[config.mk]
export PLATFORM = sky130hd
export DESIGN_NAME = alu_arbiter
export DESIGN_NICKNAME = d
export VERILOG_FILES = /design/src/rtl/alu_pkg.sv /design/src/rtl/rr_arb2.sv /design/src/rtl/alu_arbiter.sv
export SDC_FILE = /design/constraint.sdc
export NUM_CORES = 1
export LEC_CHECK = 0
export ABC_AREA = 1
export CAP_MARGIN = 25
export CORE_UTILIZATION = 43
export DETAILED_ROUTE_END_ITERATION = 8
export PLACE_DENSITY = 0.89
export SLEW_MARGIN = 0
export SYNTH_ARGS = -nofsm -noshare
export SYNTH_HDL_FRONTEND = slang
export SYNTH_SLANG_ARGS = --single-unit
[constraint.sdc]
create_clock -name soc_clk -period 3.9 [get_ports soc_clk]
set_input_delay 0.39 -clock soc_clk [delete_from_list [all_inputs] [get_ports soc_clk]]
set_output_delay 0.39 -clock soc_clk [all_outputs]
set_load 0.005 [all_outputs]
[src/rtl/alu_pkg.sv]
// alu_pkg: shared definitions for the ALU arbiter slice.
//   - ALU Instruction_from_CU op codes (branches, immediate ops, register ops)
//   - alu_arb_state_t: arbiter FSM states
//   - bit positions inside the 4-bit {err,con_met,zero,overflow} flag word
package alu_pkg;

  localparam int OP_W   = 6;
  localparam int DATA_W = 32;
  localparam int FLAG_W = 4;

  // Branch / compare ops
  localparam logic [OP_W-1:0] OP_BEQ   = 6'd4;
  localparam logic [OP_W-1:0] OP_BNE   = 6'd5;
  localparam logic [OP_W-1:0] OP_BLT   = 6'd6;
  localparam logic [OP_W-1:0] OP_BGE   = 6'd7;
  localparam logic [OP_W-1:0] OP_BLTU  = 6'd8;
  localparam logic [OP_W-1:0] OP_BGEU  = 6'd9;

  // Immediate ops
  localparam logic [OP_W-1:0] OP_ADDI  = 6'd18;
  localparam logic [OP_W-1:0] OP_SLTI  = 6'd19;
  localparam logic [OP_W-1:0] OP_SLTIU = 6'd20;
  localparam logic [OP_W-1:0] OP_XORI  = 6'd21;
  localparam logic [OP_W-1:0] OP_ORI   = 6'd22;
  localparam logic [OP_W-1:0] OP_ANDI  = 6'd23;

  // Register-register ops
  localparam logic [OP_W-1:0] OP_ADD   = 6'd27;
  localparam logic [OP_W-1:0] OP_SUB   = 6'd28;
  localparam logic [OP_W-1:0] OP_SLL   = 6'd29;
  localparam logic [OP_W-1:0] OP_SLT   = 6'd30;
  localparam logic [OP_W-1:0] OP_SLTU  = 6'd31;
  localparam logic [OP_W-1:0] OP_XOR   = 6'd32;
  localparam logic [OP_W-1:0] OP_SRL   = 6'd33;
  localparam logic [OP_W-1:0] OP_SRA   = 6'd34;
  localparam logic [OP_W-1:0] OP_OR    = 6'd35;
  localparam logic [OP_W-1:0] OP_AND   = 6'd36;

  // Flag word bit positions: {err, con_met, zero, overflow}
  localparam int FLAG_ERR  = 3;
  localparam int FLAG_CON  = 2;
  localparam int FLAG_ZERO = 1;
  localparam int FLAG_OVF  = 0;

  // Response flags reported when the ALU never answers
  localparam logic [FLAG_W-1:0] TIMEOUT_FLAGS = 4'b1000;

  typedef enum logic [1:0] {IDLE, ISSUE, WAIT, RESP} alu_arb_state_t;

endpackage

[src/rtl/rr_arb2.sv]
// rr_arb2: combinational two-requester round-robin picker.
// Ports:
//   req        in  2  request vector
//   last_grant in  1  index of the requester served most recently
//   grant      out 2  one-hot grant (all zero when nothing requests)
module rr_arb2 (
  input  logic [1:0] req,
  input  logic       last_grant,
  output logic [1:0] grant
);

  // On a tie the requester that did not go last wins.
  always_comb begin
    grant = 2'b00;
    case (req)
      2'b01:   grant = 2'b01;
      2'b10:   grant = 2'b10;
      2'b11:   grant = last_grant ? 2'b01 : 2'b10;
      default: grant = 2'b00;
    endcase
  end

endmodule

[src/rtl/alu_arbiter.sv]
// alu_arbiter: shares one ALU between CU execute (req 0) and the
// branch/compare path (req 1). One op in flight at a time; the ALU gets a
// single-cycle dat_ready pulse and the result goes back to the requester
// that was granted. A watchdog turns a hung ALU into an error response.
// Ports:
//   soc_clk, reset                 clock, synchronous active-high reset
//   req_valid/req_ready [1:0]      request handshake (ready is one-hot, IDLE only)
//   req_op*/req_a*/req_b*          op code and operands per requester
//   resp_valid/resp_ready [1:0]    response handshake (valid one-hot, held)
//   resp_out, resp_flags           result and {err,con_met,zero,overflow}
//   alu_dat_ready, alu_instr,
//   alu_dat1, alu_dat2             drive the ALU
//   alu_ready, alu_out, alu_flags  returned by the ALU
module alu_arbiter
  import alu_pkg::*;
#(
  parameter int TIMEOUT_CYCLES = 8
) (
  input  logic              soc_clk,
  input  logic              reset,
  input  logic [1:0]        req_valid,
  output logic [1:0]        req_ready,
  input  logic [OP_W-1:0]   req_op0,
  input  logic [OP_W-1:0]   req_op1,
  input  logic [DATA_W-1:0] req_a0,
  input  logic [DATA_W-1:0] req_a1,
  input  logic [DATA_W-1:0] req_b0,
  input  logic [DATA_W-1:0] req_b1,
  output logic [1:0]        resp_valid,
  input  logic [1:0]        resp_ready,
  output logic [DATA_W-1:0] resp_out,
  output logic [FLAG_W-1:0] resp_flags,
  output logic              alu_dat_ready,
  output logic [OP_W-1:0]   alu_instr,
  output logic [DATA_W-1:0] alu_dat1,
  output logic [DATA_W-1:0] alu_dat2,
  input  logic              alu_ready,
  input  logic [DATA_W-1:0] alu_out,
  input  logic [FLAG_W-1:0] alu_flags
);

  localparam int WD_W = $clog2(TIMEOUT_CYCLES) + 1;

  // wd_cnt is cleared in ISSUE and reads 0 in the first WAIT cycle, so
  // expiring at TIMEOUT_CYCLES-2 puts the error response exactly
  // TIMEOUT_CYCLES cycles after ISSUE.
  localparam logic [WD_W-1:0] WD_LAST = WD_W'(TIMEOUT_CYCLES - 2);

  alu_arb_state_t  state;
  logic            last_grant;
  logic            cur_grant;
  logic [1:0]      grant;
  logic [WD_W-1:0] wd_cnt;

  rr_arb2 u_rr_arb2 (
    .req        (req_valid),
    .last_grant (last_grant),
    .grant      (grant)
  );

  // Accept is combinational so a request is taken in the same IDLE cycle.
  assign req_ready = (state == IDLE) ? grant : 2'b00;

  // Main FSM; every ALU-facing and response output is registered here.
  always_ff @(posedge soc_clk) begin
    if (reset) begin
      state         <= IDLE;
      last_grant    <= 1'b1;
      cur_grant     <= 1'b0;
      wd_cnt        <= '0;
      alu_dat_ready <= 1'b0;
      alu_instr     <= '0;
      alu_dat1      <= '0;
      alu_dat2      <= '0;
      resp_valid    <= 2'b00;
      resp_out      <= '0;
      resp_flags    <= '0;
    end else begin
      case (state)
        IDLE: begin
          if (grant != 2'b00) begin
            cur_grant     <= grant[1];
            alu_instr     <= grant[1] ? req_op1 : req_op0;
            alu_dat1      <= grant[1] ? req_a1  : req_a0;
            alu_dat2      <= grant[1] ? req_b1  : req_b0;
            alu_dat_ready <= 1'b1;
            state         <= ISSUE;
          end
        end
        ISSUE: begin
          alu_dat_ready <= 1'b0;
          wd_cnt        <= '0;
          state         <= WAIT;
        end
        WAIT: begin
          wd_cnt <= wd_cnt + 1'b1;
          // A real answer beats the watchdog when both land together.
          if (alu_ready) begin
            resp_out   <= alu_out;
            resp_flags <= alu_flags;
            resp_valid <= cur_grant ? 2'b10 : 2'b01;
            state      <= RESP;
          end else if (wd_cnt == WD_LAST) begin
            resp_out   <= '0;
            resp_flags <= TIMEOUT_FLAGS;
            resp_valid <= cur_grant ? 2'b10 : 2'b01;
            state      <= RESP;
          end
        end
        RESP: begin
          if (resp_ready[cur_grant]) begin
            resp_valid <= 2'b00;
            last_grant <= cur_grant;
            state      <= IDLE;
          end
        end
        default: state <= IDLE;
      endcase
    end
  end

endmodule

# Yosys cells after proc, flatten, opt, wreduce, memory -nomap -nowiden
# Index checks and enable logic that the tools add are counted.
word_totals:
  elab_cells: 59
  out_inout_bits: 111
  register_bits: 117
  input_bits: 183
classes:
  n_lt_le_gt_ge: 1
  n_reduce_logical: 12
  n_mux: 24
  n_addsub: 1
  n_eq_ne: 10
op_table:
  columns: ["operator", "n"]
  rows:
  - ["32-bit 2-to-1 mux", 4]
  - ["2-bit 2-to-1 mux", 9]
  - ["2-bit nonzero test", 5]
  - ["2-bit equality test, second input constant", 4]
  - ["4-bit 2-to-1 mux", 2]
  - ["2-bit case mux with 4 select lines", 1]
  - ["4-bit case mux with 2 select lines", 1]
  - ["2-bit AND reduction", 4]
  - ["6-bit 2-to-1 mux", 1]
  - ["2-bit case mux with 3 select lines", 1]
  - ["3-bit AND reduction", 2]
  - ["4-bit by 1-bit adder with 4-bit output, second input constant", 1]
  - ["2-bit by 1-bit equality test with 1-bit output, second input constant", 2]
  - ["4-bit by 3-bit equality test with 1-bit output, second input constant", 1]
  - ["2-bit case mux with 2 select lines", 1]
  - ["1-bit 2-to-1 mux", 3]
  - ["3-bit != test, second input constant", 1]
  - ["2-bit logical NOT", 1]
  - ["1-bit by 2-bit less-than comparator with 1-bit output, second input constant", 1]
  - ["2-bit by 1-bit != test with 1-bit output, second input constant", 1]
  - ["2-bit != test, second input constant", 1]
  - ["1-bit case mux with 2 select lines", 1]

# Longest topological paths before layout
# Gate-level depths: netlist (run 1).
depth:
  word_depth: 5
  ltp_mapped: 10
  depth_no_buf: 9

# By module
# A second synthesis (run 1) with hierarchy kept.
unflattened:
  hier_cells: 643
  area_unflattened_um2: 4767.1
by_module_without_submodules:
  columns: ["module", "seq_area_each_um2", "cells_per_inst", "area_each_um2", "instances"]
  rows:
  - ["alu_arbiter", 2342.2, 638, 4745.8, 1]
  - ["rr_arb2", 0.0, 5, 21.3, 1]

# Worst setup path before layout (run 1)
# No wires, ideal clock.
synth_timing:
  path_kind: "flip-flop to output port"
  from: "reg state[0]"
  to: "out req_ready[1]"
  required_time_ps: 3510
  path_slack_ps: 2365
  path_buffers: 1
  path_stages_with_launch: 6
  t_arrival_ps: 1145
  path_cell_list: "dfxtp_1 > inv_1 > ha_1 > inv_2 > clkbuf_1 > nor2_1"
synth_between:
  elab_chain_cells: 2
synth_lines:
  columns: ["element", "line", "source"]
  rows:
  - ["from (decl)", "alu_arbiter.sv:49", "alu_arb_state_t state;"]
  - ["from (signal assigned)", "alu_arbiter.sv:67", "state <= IDLE;"]
  - ["from (signal assigned)", "alu_arbiter.sv:87", "state <= ISSUE;"]
  - ["from (signal assigned)", "alu_arbiter.sv:93", "state <= WAIT;"]
  - ["2-bit logical NOT", "alu_arbiter.sv:62", "assign req_ready = (state == IDLE) ? grant : 2'b00;"]
  - ["2-bit 2-to-1 mux", "alu_arbiter.sv:62", null]
  - ["to (decl)", "alu_arbiter.sv:22", "output logic [1:0] req_ready,"]
# Every way passes these cells.

# Worst setup path in the final report (run 1)
layout_timing:
  from: "reg state[0]"
  to: "out req_ready[0]"
# The elaborated chain is that of the path after synthesis.

==> impl_metrics.ini, run 1 <==
[placement]
port-buffer-count = 293
gp_congestion = 0.806
dp_hpwl_um = 12400

[worst_setup_path]
worstPathMaxFanout = 4
ff2ff_setup_slack_ps = 1730
worst-endpoint-arrival_ps = 1950
timing.setup.critical_path_class = flop to output pin
worst_r2r_startpoint = state[0]
r2r_cells = 6
critPathCaptureType = output pin
timing.rr.end = resp_out[14]
cp_data_required_time_ps = 3510
worst_setup_path_start_kind = flop

[synthesis]
yosysSeqAreaShare = 0.425
syn_nets = 1045
cell_count_after_synthesis = 855
synth-edff-count = 0
top_area_cells_in_the_synthesized_netlist = dfxtp_1 43%, nor2_1 20%, nand2_1 16%, nor3_1 6.4%, a21oi_1 3.9%
yosys_most_used_dff = dfxtp_1
synth_warnings = 0
synth_top_area_cell = dfxtp_1
netlist-cell-type-count = 22
post_synth.cell_area_avg_um2 = 6.44
synth-async-reset-ratio = 0
synth.cell_area_um2 = 5510
synth_top_area_share = 0.425
flops_latches_synth = 117

[finish]
count_of_filler_cells_inserted_in_the_layout = 939
num-nets-final = 1308
num_antenna_cells = 0
mostFrequentLayoutCell = nor2_1
register_area_um2 = 2340
layout-drive-gt1-share = 0.0389
multi_input_area_um2 = 2750
layout-area-overhead-vs-synth_pct = 63.4
commonest_cells_after_routing_fill_and_taps_aside = 295 x nor2_1, 292 x clkdlybuf4s50_1, 234 x nand2_1, 117 x dfxtp_1, 70 x nor3_1

[grt]
grt_first_pass_wirelength_um = 28000
gr-total-overflow = 0
global_route.usage.total = 0.275
largest_net_degree_at_the_start_of_global_routing = 87
grt_antenna_before_repair = 0
number_of_global_route_vias_before_repair = 5932

[clock_tree]
h_tree_level_count = 4
cts_tree = done
post-cts-setup-buffers = 0
cts-buffers-inserted = 17
clk_transition_reported_paths_ps = 50
clk_root_buffer_cell = clkbuf_16
clock_latency_ps = 410
cts-root-to-sink-buffers = 2
clkSinkCount = 117
cts_hold_buffers = 0
cts_resized = 0

[timing]
worst_clock_skew_ps = 5.05
timing.final.max_slew_violations = 0
min_period_ps = 2340
worstMarginPinSlew_ps = 952
finalSetupViolations = 0
rsz0062_at_grt = false
setup-tns-final_ps = 0
max_slew_margin = 0.365
clock.fmax_mhz = 427
whs_ps = 449
finalHoldViolations = 0
period_share = 0.600

[hold_path]
hold_start = resp_flags[3]
hold_class = flop to flop
worst_hold_path.num_cells = 2
whs_endpoint = resp_flags[3]

[floorplan]
horizontal_die_dimension_um = 115
core_area_um2 = 12300
dieArea_um2 = 13300
initial_standard_cell_utilization_of_the_core = 0.449
die_y_um = 115
core.rowCount = 40
ioPinCount = 294

[drt]
initialDrtViolationCount = 379
antenna_left = 0
wl_um = 18500
route.detailed.drc = 0
routedWlPerCell_um = 14.2
dr.pass1.iters = 5
via_per_inst = 4.84
total_via_count_after_detailed_routing = 6281

[outcome]
result_of_the_run = finished clean

[pwr]
clockPowerShare = 0.299
netSwitchingFraction = 0.339
power.leakage_uw = 0.00369
vdd_drop_max_v = 0.000385
internal-power_uw = 3830
power.share.sequential = 0.295
power_density_normalized_to_cell_area_nw_per_um2 = 645
p_comb_frac = 0.406
power.switching_uw = 1970

[run]
max_cap_viol_count = 0
logic make-up after synthesis:
logic type      after synthesis  share of synthesized area
flops                       117                      0.425
fa+ha+maj                     7                     0.0159
buf+inv                      72                     0.0770
simple gates                609                      0.435
compound gates               50                     0.0468
power groups by stage:
| stage | clock (uW) | combinational (uW) | sequential, uW |
|---|---|---|---|
| global route | 1810 | 2610 | 1740 |
| finish | 1740 | 2360 | 1710 |
| floorplan | 0 | 1290 | 1750 |
| CTS | 1750 | 2370 | 1710 |
| detailed placement | 0 | 2330 | 1730 |
| global placement | 0 | 2290 | 1710 |
Yosys cell counts (2+ instances only):
cell and instances:
a21oi_1 43, buf_1 6, buf_2 15, buf_6 18, clkbuf_1 17, dfxtp_1 117
ha_1 7, inv_1 13, inv_2 2, nand2_1 234, nand3_1 5, nor2_1 295
nor3_1 70, o21ai_0 5
worst max-delay path by stage:
| stage | from | end | slack, ps | depth (start not counted) |
|---|---|---|---|---|
| after floorplan | state[0] | req_ready[1] | 2370 | 5 |
| final | state[0] | req_ready[0] | 1560 | 6 |
| after detailed placement | req_valid[0] | alu_dat2[6] | 1530 | 9 |
| after global placement | req_valid[1] | req_ready[1] | 1590 | 4 |
| after global routing | state[1] | req_ready[0] | 1440 | 6 |
| after CTS | state[0] | req_ready[0] | 1540 | 6 |
critical path: stages, from the launching register on:
cell and delay, ps:
dfxtp_1 340, inv_1 110, ha_1 190, inv_2 70, nor2_4 140, and2_1 170
clkdlybuf4s50_1 530
final cells by class:
type                            instances  share of cell area
Tap cell                              168              0.0234
Clock buffer                           22              0.0538
Sequential cell                       117               0.260
Clock inverter                          9              0.0192
Timing Repair Buffer                  300               0.331
Multi-Input combinational cell        666               0.305
Inverter                               16             0.00667
through the flow:
step	util	instances	instance area (um^2)	worst slack [ps]	power, uW
6_report	0.734	1298	9000	1560	5800
5_1_grt	0.734	1298	9000	1440	6170
4_1_cts	0.734	1298	9000	1540	5830
3_5_place_dp	0.681	1267	8340	1530	4050
3_3_place_gp	0.681	1267	8340	1590	4010
2_1_floorplan	-	855	5510	2370	3030
layer usage:
metal	wire length, um	GRT usage
met2	9090	0.490
met4	493	0.119
met5	0	0
met3	2000	0.128
met1	6910	0.275
state kept, by name, indices dropped and copies added, names as in the netlist:
register,cells
alu_dat_ready,1
cur_grant,1
state,2
wd_cnt,4
alu_instr,6
resp_valid,2
last_grant,1
alu_dat2,32
alu_dat1,32
resp_flags,4
resp_out,32
No activity file was read; power rests on OpenSTA's default activity.
==> run 2: changes to the inputs <==
CORE_UTILIZATION = 36   (was 43)
PLACE_DENSITY = 0.8   (was 0.89)
clock period = 1.9 ns   (was 3.9 ns; I/O delays follow)
==> run 2 against run 1 <==
  * Die area up 19%
  * Count of clock-buffer cells in the layout down 2
  * Worst setup slack worse by 1400 ps
  * Highest routed layer unchanged
  * The flow now finishes with violations (DRC)
  * Sequential share of layout area down 0.56 points
  * Largest cell class unchanged
  * Final cell count up 2.2%
  * Largest power group unchanged
  * Hold slack worse by 280 ps
==> impl_metrics.ini, run 2 (synthesis results as in run 1) <==
[timing]
clock.fmax_mhz = 573
finalHoldViolations = 0
finalSetupViolations = 0
timing.final.max_slew_violations = 0
whs_ps = 168
worstMarginPinSlew_ps = 457
worst_clock_skew_ps = 6.37
rsz0062_at_grt = false
period_share = 0.918
min_period_ps = 1740
setup-tns-final_ps = 0
max_slew_margin = 0.695

[hold_path]
whs_endpoint = resp_flags[2]
worst_hold_path.num_cells = 2
hold_class = input pin to flop
hold_start = reset

[clock_tree]
clock_latency_ps = 420
clkSinkCount = 117
clk_root_buffer_cell = clkbuf_16
cts_tree = done
clk_transition_reported_paths_ps = 60
h_tree_level_count = 4
cts-buffers-inserted = 17
cts-root-to-sink-buffers = 2

[floorplan]
dieArea_um2 = 15800
horizontal_die_dimension_um = 126
initial_standard_cell_utilization_of_the_core = 0.373
core.rowCount = 44
ioPinCount = 294
die_y_um = 126
core_area_um2 = 14800

[worst_setup_path]
cell_by_cell_trace_of_the_critical_path = inv_1 > ha_2 > inv_2 > nor2_4 > buf_4 > nor2_1 > nor2_1 > nand2_1 > nor2_1
critical-path-max-stage-delay_ps = 410
worst_setup_path_start_kind = flop
buffers_plus_inverters_on_the_worst_setup_path = 3
critical-path-slowest-cell = buf_4
timing.setup.critical_path_class = flop to flop
critical-path-top-cell-by-count = nor2_1
worstPathMaxFanout = 39
timing.rr.end = alu_dat2[17]
critPathCaptureType = flop
worst_r2r_startpoint = state[0]
worst-endpoint-arrival_ps = 2100
worst_path_dominant_cell_family = buffers and inverters
ff2ff_setup_slack_ps = 160
cp_data_required_time_ps = 2250
r2r_cells = 9

[drt]
total_via_count_after_detailed_routing = 6282
route.detailed.drc = 1
antenna_left = 0
wl_um = 18500
via_per_inst = 4.73
dr.pass1.iters = 8
routedWlPerCell_um = 13.9
initialDrtViolationCount = 269

[grt]
groute.layer.met3.usage = 0.0952
largest_net_degree_at_the_start_of_global_routing = 71
global_routing_usage_on_met2 = 0.411
gr-total-overflow = 0
number_of_global_route_vias_before_repair = 5955
global_route.usage.total = 0.234
most_used_routing_layer_in_global_routing = met2
groute.layer.met1.usage = 0.247
grt_first_pass_wirelength_um = 29200
grt_antenna_before_repair = 0

[finish]
non_filler_instances = 1327
commonest_cells_after_routing_fill_and_taps_aside = 295 x nor2_1, 290 x clkdlybuf4s50_1, 234 x nand2_1, 115 x dfxtp_1, 70 x nor3_1
largest_registers = alu_dat1 x32, alu_dat2 x32, resp_out x32
num_antenna_cells = 0
count_of_filler_cells_inserted_in_the_layout = 1257
mostFrequentLayoutCell = nor2_1
layout-area-overhead-vs-synth_pct = 67.2
num-nets-final = 1320
layout-drive-gt1-share = 0.0542
register_area_um2 = 2340
post_layout_utilization_of_the_core = 0.624
multi_input_area_um2 = 2750

[run]
max_cap_viol_count = 0

[pwr]
internal-power_uw = 7900
power.leakage_uw = 0.00378
power.share.sequential = 0.293
clockPowerShare = 0.289
power.switching_uw = 4130
vdd_drop_max_v = 0.000727
power_density_normalized_to_cell_area_nw_per_um2 = 1310
p_comb_frac = 0.418
netSwitchingFraction = 0.343

[placement]
gp_congestion = 0.782
place.detailed.instances = 1295
dp_hpwl_um = 12700
port-buffer-count = 293

[outcome]
result_of_the_run = finished, violations left
violations = DRC
-- run 2: changes by cell type in the layout (fill, tap and decap cells not counted), sizes merged --
cell           delta
clkdlybuf4s50     -2
clkinvlp          +1
dlygate4sd2       +1
buf              +12
clkbuf            -1
bufinv            -1
clkinv            +3
-- run 2: cell type report --
class	count	share of cell area
clock buffer	20	0.0507
inverter	16	0.00652
multi-input combinational	666	0.299
sequential	117	0.255
tap	184	0.0250
timing repair buffer	312	0.345
clock inverter	12	0.0192
-- run 2: timing repair --
item | in CTS | in global routing
gates resized for setup | 5 | 2
endpoints found under the setup margin | 2 | 1
hold buffers | 0 | 0
setup buffers | 0 | 0
pin swaps | 0 | 0
-- run 2: per-stage QoR --
stage,instance area (um^2),setup slack [ps],total power (uW)
finish,9210,155,12000
global route,9210,37.4,12900
detailed placement,8570,86.5,8600
floorplan,5510,485,6220
global placement,8570,91.0,8530
CTS,9210,37.3,12100
-- run 2: power groups by stage --
stage / Sequential (uW) / Clock (uW) / Combinational (uW)
2_1_floorplan: 3580 / 0 / 2640
3_3_place_gp: 3540 / 0 / 4990
3_5_place_dp: 3570 / 0 / 5030
4_1_cts: 3530 / 3530 / 5070
5_1_grt: 3610 / 3630 / 5640
6_report: 3530 / 3480 / 5030
-- run 2: worst register-to-register path: cells and delay by family (launching register included) --
kind	cells	cell delay, ps
fa+ha+maj	1	200
simple gates	5	580
flops	1	340
buf+inv	3	590
-- run 2: worst max-delay path by stage --
stage	from	end	slack (ps)	depth (start not counted)
2_1_floorplan	state[0]	alu_dat1[10]	480	10
3_3_place_gp	req_valid[0]	req_ready[0]	90	5
3_5_place_dp	req_valid[0]	req_ready[0]	90	5
4_1_cts	state[0]	req_ready[0]	40	6
5_1_grt	state[0]	alu_dat2[12]	40	9
6_report	state[0]	alu_dat2[17]	160	9
-- run 2: routing by layer --
layer / vias up / routed length (um)
li1: 3204 / -
met1: 2776 / 7240
met2: 268 / 8850
met3: 34 / 1940
met4: 0 / 434
met5: - / 0
